## config.mk

```make
export PLATFORM = sky130hd
export DESIGN_NAME = vga_ctrl
export DESIGN_NICKNAME = d
export VERILOG_FILES = /design/src/rtl/vga_ctrl.sv
export SDC_FILE = /design/constraint.sdc
export NUM_CORES = 1
export LEC_CHECK = 0
export ABC_AREA = 1
export ABC_CLOCK_PERIOD_IN_PS = 2000
export CAP_MARGIN = 5
export CORE_MARGIN = 2
export CORE_UTILIZATION = 47
export CTS_CLUSTER_DIAMETER = 40
export DETAILED_ROUTE_END_ITERATION = 7
export PLACE_DENSITY = 0.84
export SLEW_MARGIN = 20
export SYNTH_ARGS = -nofsm -noshare
export SYNTH_HDL_FRONTEND = slang
export SYNTH_SLANG_ARGS = --single-unit
```

## constraint.sdc

```tcl
create_clock -name clk -period 2 [get_ports clk]
set_clock_uncertainty 0.1 [all_clocks]
set_input_delay 0.4 -clock clk [delete_from_list [all_inputs] [get_ports clk]]
set_output_delay 0.4 -clock clk [all_outputs]
set_load 0.02 [all_outputs]
```

## src/rtl/vga_ctrl.sv

```systemverilog
// vga_ctrl: VGA 640x480@60 timing generator with registered hs/vs/video_on/colour stage.
// Build macro VGA_COLOR_BARS_EN replaces pix_rgb with eight 80-pixel vertical colour bars.
module vga_ctrl #(
   parameter int CLK_DIV  = 4,
   parameter int H_ACTIVE = 640,
   parameter int H_FP     = 16,
   parameter int H_SYNC   = 96,
   parameter int H_BP     = 48,
   parameter int V_ACTIVE = 480,
   parameter int V_FP     = 10,
   parameter int V_SYNC   = 2,
   parameter int V_BP     = 33
) (
   input  logic        clk,
   input  logic        rst,
   input  logic [11:0] pix_rgb,
   output logic [9:0]  col,
   output logic [9:0]  row,
   output logic        pix_tick,
   output logic        frame_tick,
   output logic        video_on,
   output logic        hs,
   output logic        vs,
   output logic [3:0]  r,
   output logic [3:0]  g,
   output logic [3:0]  b
);
   localparam int H_TOTAL = H_ACTIVE + H_FP + H_SYNC + H_BP;
   localparam int V_TOTAL = V_ACTIVE + V_FP + V_SYNC + V_BP;
   localparam int DW = $clog2(CLK_DIV);
   localparam logic [DW-1:0] DIV_LAST = DW'(CLK_DIV - 1);
   localparam logic [9:0] H_LAST = 10'(H_TOTAL - 1);
   localparam logic [9:0] V_LAST = 10'(V_TOTAL - 1);
   localparam logic [9:0] H_VIS = 10'(H_ACTIVE);
   localparam logic [9:0] V_VIS = 10'(V_ACTIVE);
   localparam logic [9:0] HS_LO = 10'(H_ACTIVE + H_FP);
   localparam logic [9:0] HS_HI = 10'(H_ACTIVE + H_FP + H_SYNC - 1);
   localparam logic [9:0] VS_LO = 10'(V_ACTIVE + V_FP);
   localparam logic [9:0] VS_HI = 10'(V_ACTIVE + V_FP + V_SYNC - 1);

   logic [DW-1:0] div;
   logic          tick;
   logic          h_last;
   logic          v_last;
   logic          visible;
   logic [11:0]   rgb;

   assign tick       = div == DIV_LAST;
   assign h_last     = col == H_LAST;
   assign v_last     = row == V_LAST;
   assign visible    = col < H_VIS && row < V_VIS;
   assign pix_tick   = tick && !rst;
   assign frame_tick = pix_tick && h_last && v_last;

`ifdef VGA_COLOR_BARS_EN
   logic [9:0] bar;
   logic       unused_bits;
   assign bar         = col / 10'd80;
   assign rgb         = {{4{bar[2]}}, {4{bar[1]}}, {4{bar[0]}}};
   assign unused_bits = ^{pix_rgb, bar[9:3]};
`else
   assign rgb = pix_rgb;
`endif

   // Pixel divider, scan counters and the output stage that lags col/row by one pixel
   always_ff @(posedge clk) begin
      if (rst) begin
         div      <= '0;
         col      <= '0;
         row      <= '0;
         video_on <= 1'b0;
         hs       <= 1'b1;
         vs       <= 1'b1;
         {r, g, b} <= 12'h000;
      end else begin
         div <= tick ? '0 : div + 1'b1;
         if (tick) begin
            video_on  <= visible;
            hs        <= !(col >= HS_LO && col <= HS_HI);
            vs        <= !(row >= VS_LO && row <= VS_HI);
            {r, g, b} <= visible ? rgb : 12'h000;
            col       <= h_last ? '0 : col + 1'b1;
            if (h_last)
               row <= v_last ? '0 : row + 1'b1;
         end
      end
   end
endmodule

```

Yosys cells after proc, flatten, opt, wreduce, memory -nomap -nowiden --
Cells that the tools add are included.
Word-level totals: register bits after elaboration 37, word-level logic and storage cells 35, input port bits 14
Operators by class: multiplexer cells 3, reductions and logical operators 11, order comparisons 6, equality and inequality tests 3, $add $sub $neg 3
Operator list (number):
- adder 10 x 1 -> 10 bit (second input constant) | 2
- equality test 10 bit (second input constant) | 2
- 2-to-1 mux 10 bit | 2
- 2-to-1 mux 12 bit | 1
- greater-or-equal comparator 10 bit (second input constant) | 1
- greater-or-equal comparator 10 x 9 -> 1 bit (second input constant) | 1
- <= comparator 10 bit (second input constant) | 1
- <= comparator 10 x 9 -> 1 bit (second input constant) | 1
- < comparator 10 bit (second input constant) | 1
- < comparator 10 x 9 -> 1 bit (second input constant) | 1
- logical AND 1 bit | 6
- logical NOT 1 bit | 3
- adder 2 x 1 -> 2 bit (second input constant) | 1
- equality test 2 bit (second input constant) | 1
- AND reduction 2 bit | 1
- OR reduction 2 bit | 1

Longest topological paths before layout --
word-level depth 4, gate-level depth with buffers 9

Worst setup path after synthesis --
Ideal clock, no wire load.
path type register to output, start point register col[1], end point output frame_tick, setup slack -0.048 ns, stages on the path, launching flop included 8, data arrival time 1.548 ns, path through dfxtp_1 -> ha_1 -> nand2_2 -> nor2_4 -> nand2_2 -> nor2_4 -> nand2_1 -> nor2_1
On the way: longest elaborated chain between the ends 3
Ends and longest elaborated chain:
- from (decl) | RTL line 17 | output logic [9:0] col,
- from (signal assigned) | RTL line 82 | col <= h_last ? '0 : col + 1'b1;
- equality test 10 bit | RTL line 49 | assign h_last = col == H_LAST;
- logical AND 1 bit (2 in a row) | RTL line 53 | assign frame_tick = pix_tick && h_last && v_last;
- to (decl) | RTL line 20 | output logic frame_tick,
Every way passes these cells.

Worst setup path in the final report --
start point input rst, end point output pix_tick
On the way: longest elaborated chain between the ends 2
Ends and longest elaborated chain:
- from (decl) | RTL line 15 | input logic rst,
- logical NOT 1 bit | RTL line 52 | assign pix_tick = tick && !rst;
- logical AND 1 bit | RTL line 52
- to (decl) | RTL line 19 | output logic pix_tick,
Every way passes these cells.

==> qor.json <==
{
  "timing.critical_path.slowest_stage_cell": "sky130_fd_sc_hd__clkdlybuf4s50_1",
  "tritoncts_num_sinks": 37,
  "cp_slowest_stage_delay_ps": 530,
  "placer_s_final_routability_congestion_estimate": 0.860,
  "synth.net_count": 279,
  "synthArstFlopShare_pct": 0,
  "power-per-cell-area_mw_per_mm2": 566,
  "critical_path_class": "input port to output pin",
  "power_leakage_nw": 1.16,
  "port_buffer_count": 50,
  "edff_count_synth": 0,
  "clock_tree.root_cell": "sky130_fd_sc_hd__clkbuf_8",
  "wl_per_cell_um": 11.5,
  "critPathBufInv": 2,
  "n_antenna_cell": 0,
  "post-synth-top-area-cell": "sky130_fd_sc_hd__dfxtp_1",
  "worst_setup_path_start_kind": "input port",
  "maxClockFrequency_mhz": 518,
  "globalRouteTotalUtil_pct": 21.9,
  "maximum_number_of_pins_on_one_net_before_global_route_repair": 15,
  "critical_path.endpoint_type": "output pin",
  "ys.flop_type": "sky130_fd_sc_hd__dfxtp_1",
  "finalPower_mw": 1.53,
  "chipWidth_um": 65.6,
  "post_synth_num_cell_types": 21,
  "design.core.area_mm2": 0.00366,
  "max-cap-violations": 0,
  "boundaryPins": 51,
  "tritoncts_clock_tree": "done",
  "first_global_vias": 1696,
  "outcome": "completed",
  "ctsLongestPathBuffers": 2,
  "fp.dieArea_mm2": 0.00430,
  "initial_utilization_pct": 48.6,
  "register_area_um2": 746,
  "vdd_drop_max_mv": 0.611,
  "routed_wl_um": 4500,
  "cp.arrival_ps": 1430,
  "grt_first_pass_wirelength_um": 7250,
  "placement_rows": 22,
  "synth_common_cells": "sky130_fd_sc_hd__nand2_1 (64), sky130_fd_sc_hd__nor2_1 (50), sky130_fd_sc_hd__dfxtp_1 (37)",
  "post_place_cell_area_mm2": 0.00257,
  "multi_input_area_um2": 925,
  "final.min_clock_period_ps": 1930,
  "design_area_mm2": 0.00271,
  "cp.required_ps": 1500,
  "postLayoutCoreUtil_pct": 74.0,
  "worst_skew_pair.late_latency_ps": 290,
  "relSlewSlack_pct": 47.5,
  "setup_viol": 0,
  "synthesis.instances": 260,
  "fillCellCount": 278,
  "worstPathCellList": "clkdlybuf4s50_1 > nor2_4 > dlygate4sd2_1",
  "dp.final_hpwl_um": 3390,
  "synth_largest_type_area_fraction_pct": 41.6,
  "netlist_top_cells_area": "sky130_fd_sc_hd__dfxtp_1 (42%), sky130_fd_sc_hd__nand2_1 (13%), sky130_fd_sc_hd__nor2_1 (11%)",
  "finish.net_count": 364,
  "post_route_cells_drive_above_1_share_pct": 16.8,
  "timing.reg2reg.setup_slack_ps": 260,
  "hold_class": "flop to flop",
  "cts-htree-levels": 2,
  "timing.critical_path.max_delay_family": "buffers and inverters",
  "avgViaCountPerCell": 4.96,
  "first_iter_violations": 105,
  "syn_avg_cell_area_um2": 6.85,
  "post-synth-top-count-cell": "sky130_fd_sc_hd__nand2_1",
  "area_growth_pct": 52.1,
  "synth.cell_area_mm2": 0.00178,
  "post-route-period-util_pct": 96.5,
  "drt-pass1-iter-count": 4,
  "report.final.slew_viol_count": 0,
  "critical_path.max_fanout": 3,
  "tritoncts.num_buffers": 5,
  "synth-seq-area-share_pct": 41.6,
  "grt_overflow_total": 0,
  "grt_antenna_before_repair": 0,
  "cts_clk_pin_slew_worst_paths_ps": 70,
  "ys_ff_latch": 37,
  "hold_viol_final": 0,
  "chipHeight_um": 65.6,
  "tightest_slew_ps": 785,
  "antenna_violating_nets_post_route": 0,
  "synth_warnings": 0,
  "detailroute.via_count": 1949,
  "drc": 0
}
## placed cells by master (no fill, tap or decap), types with 4 or more instances in the layout
cell | netlist | routed
sky130_fd_sc_hd__nand2_1 | 64 | 63
sky130_fd_sc_hd__nor2_1 | 50 | 49
sky130_fd_sc_hd__clkdlybuf4s50_1 | 0 | 48
sky130_fd_sc_hd__nand3_1 | 33 | 33
sky130_fd_sc_hd__dfxtp_1 | 37 | 33
sky130_fd_sc_hd__buf_4 | 0 | 33
sky130_fd_sc_hd__inv_1 | 28 | 28
sky130_fd_sc_hd__o21ai_0 | 8 | 8
sky130_fd_sc_hd__a21oi_1 | 8 | 8
sky130_fd_sc_hd__clkbuf_8 | 0 | 5
sky130_fd_sc_hd__nand4_1 | 4 | 4
sky130_fd_sc_hd__dfxtp_2 | 0 | 4
## final cells by class
type	instances	share of cell area [%]
flip-flops and latches	37	27.5
repair buffers	84	28.4
clock inverters	2	1.29
well taps	48	2.22
multi-input cells	189	34.1
clock buffers	5	2.54
inverters	28	3.88
## what timing repair did
item / in CTS / in global routing
hold buffers: 0 / 0
resized for setup: 6 / 10
pin swaps: 0 / 1
setup endpoints to repair: 2 / 2
setup buffers: 0 / 0
## layer usage
layer	up-vias	routed length (um)	GRT usage, %
met5	-	0	0
met4	0	68	7.29
met3	8	177	6.16
met2	37	2350	37.0
li1	986	-	-
met1	918	1910	26.8
## state kept, by name, indices dropped and copies added (netlist names)
name,cells
col,10
row,10
b,4
g,4
r,4
div,2
hs,1
video_on,1
vs,1
## per-stage QoR
stage	hold WS (ps)	instances	setup TNS (ps)	setup slack [ps]
2_1_floorplan	299	260	0	30.3
3_3_place_gp	306	386	-353	-185
3_5_place_dp	315	386	-356	-188
4_1_cts	326	393	0	8.15
5_1_grt	348	393	-0.155	-0.155
6_report	337	393	0	69.4
## kinds of logic (layout without fill, tap and decap cells)
| logic type | after synthesis | after routing | share of synthesized area, % |
|---|---|---|---|
| AND/OR/NAND/NOR | 164 | 164 | 40.3 |
| AO/OA/AOI/OAI | 18 | 18 | 5.48 |
| flip-flops | 37 | 37 | 41.6 |
| buffers and inverters | 34 | 119 | 8.15 |
| adder cells (fa/ha/maj) | 5 | 5 | 3.51 |
| XOR/XNOR | 2 | 2 | 0.984 |
## worst paths after layout
path,startpoint,to,cells after the start
max reg2reg,row[6]$_SDFFE_PP0P_,r[2]$_SDFFE_PP0N_,6
min reg2reg,div[0]$_SDFF_PP0_,div[0]$_SDFF_PP0_,1
min,div[0]$_SDFF_PP0_,div[0]$_SDFF_PP0_,1
max,rst,pix_tick,3
## where the power goes
part	switching [mW]	total [mW]	internal [mW]	leakage, nW
clock	0.259	0.621	0.362	0.0540
sequential	0.0119	0.768	0.756	0.301
combinational	0.0690	0.144	0.0749	0.805
total	0.339	1.53	1.19	1.16
Power figures use the tool's default switching activity.
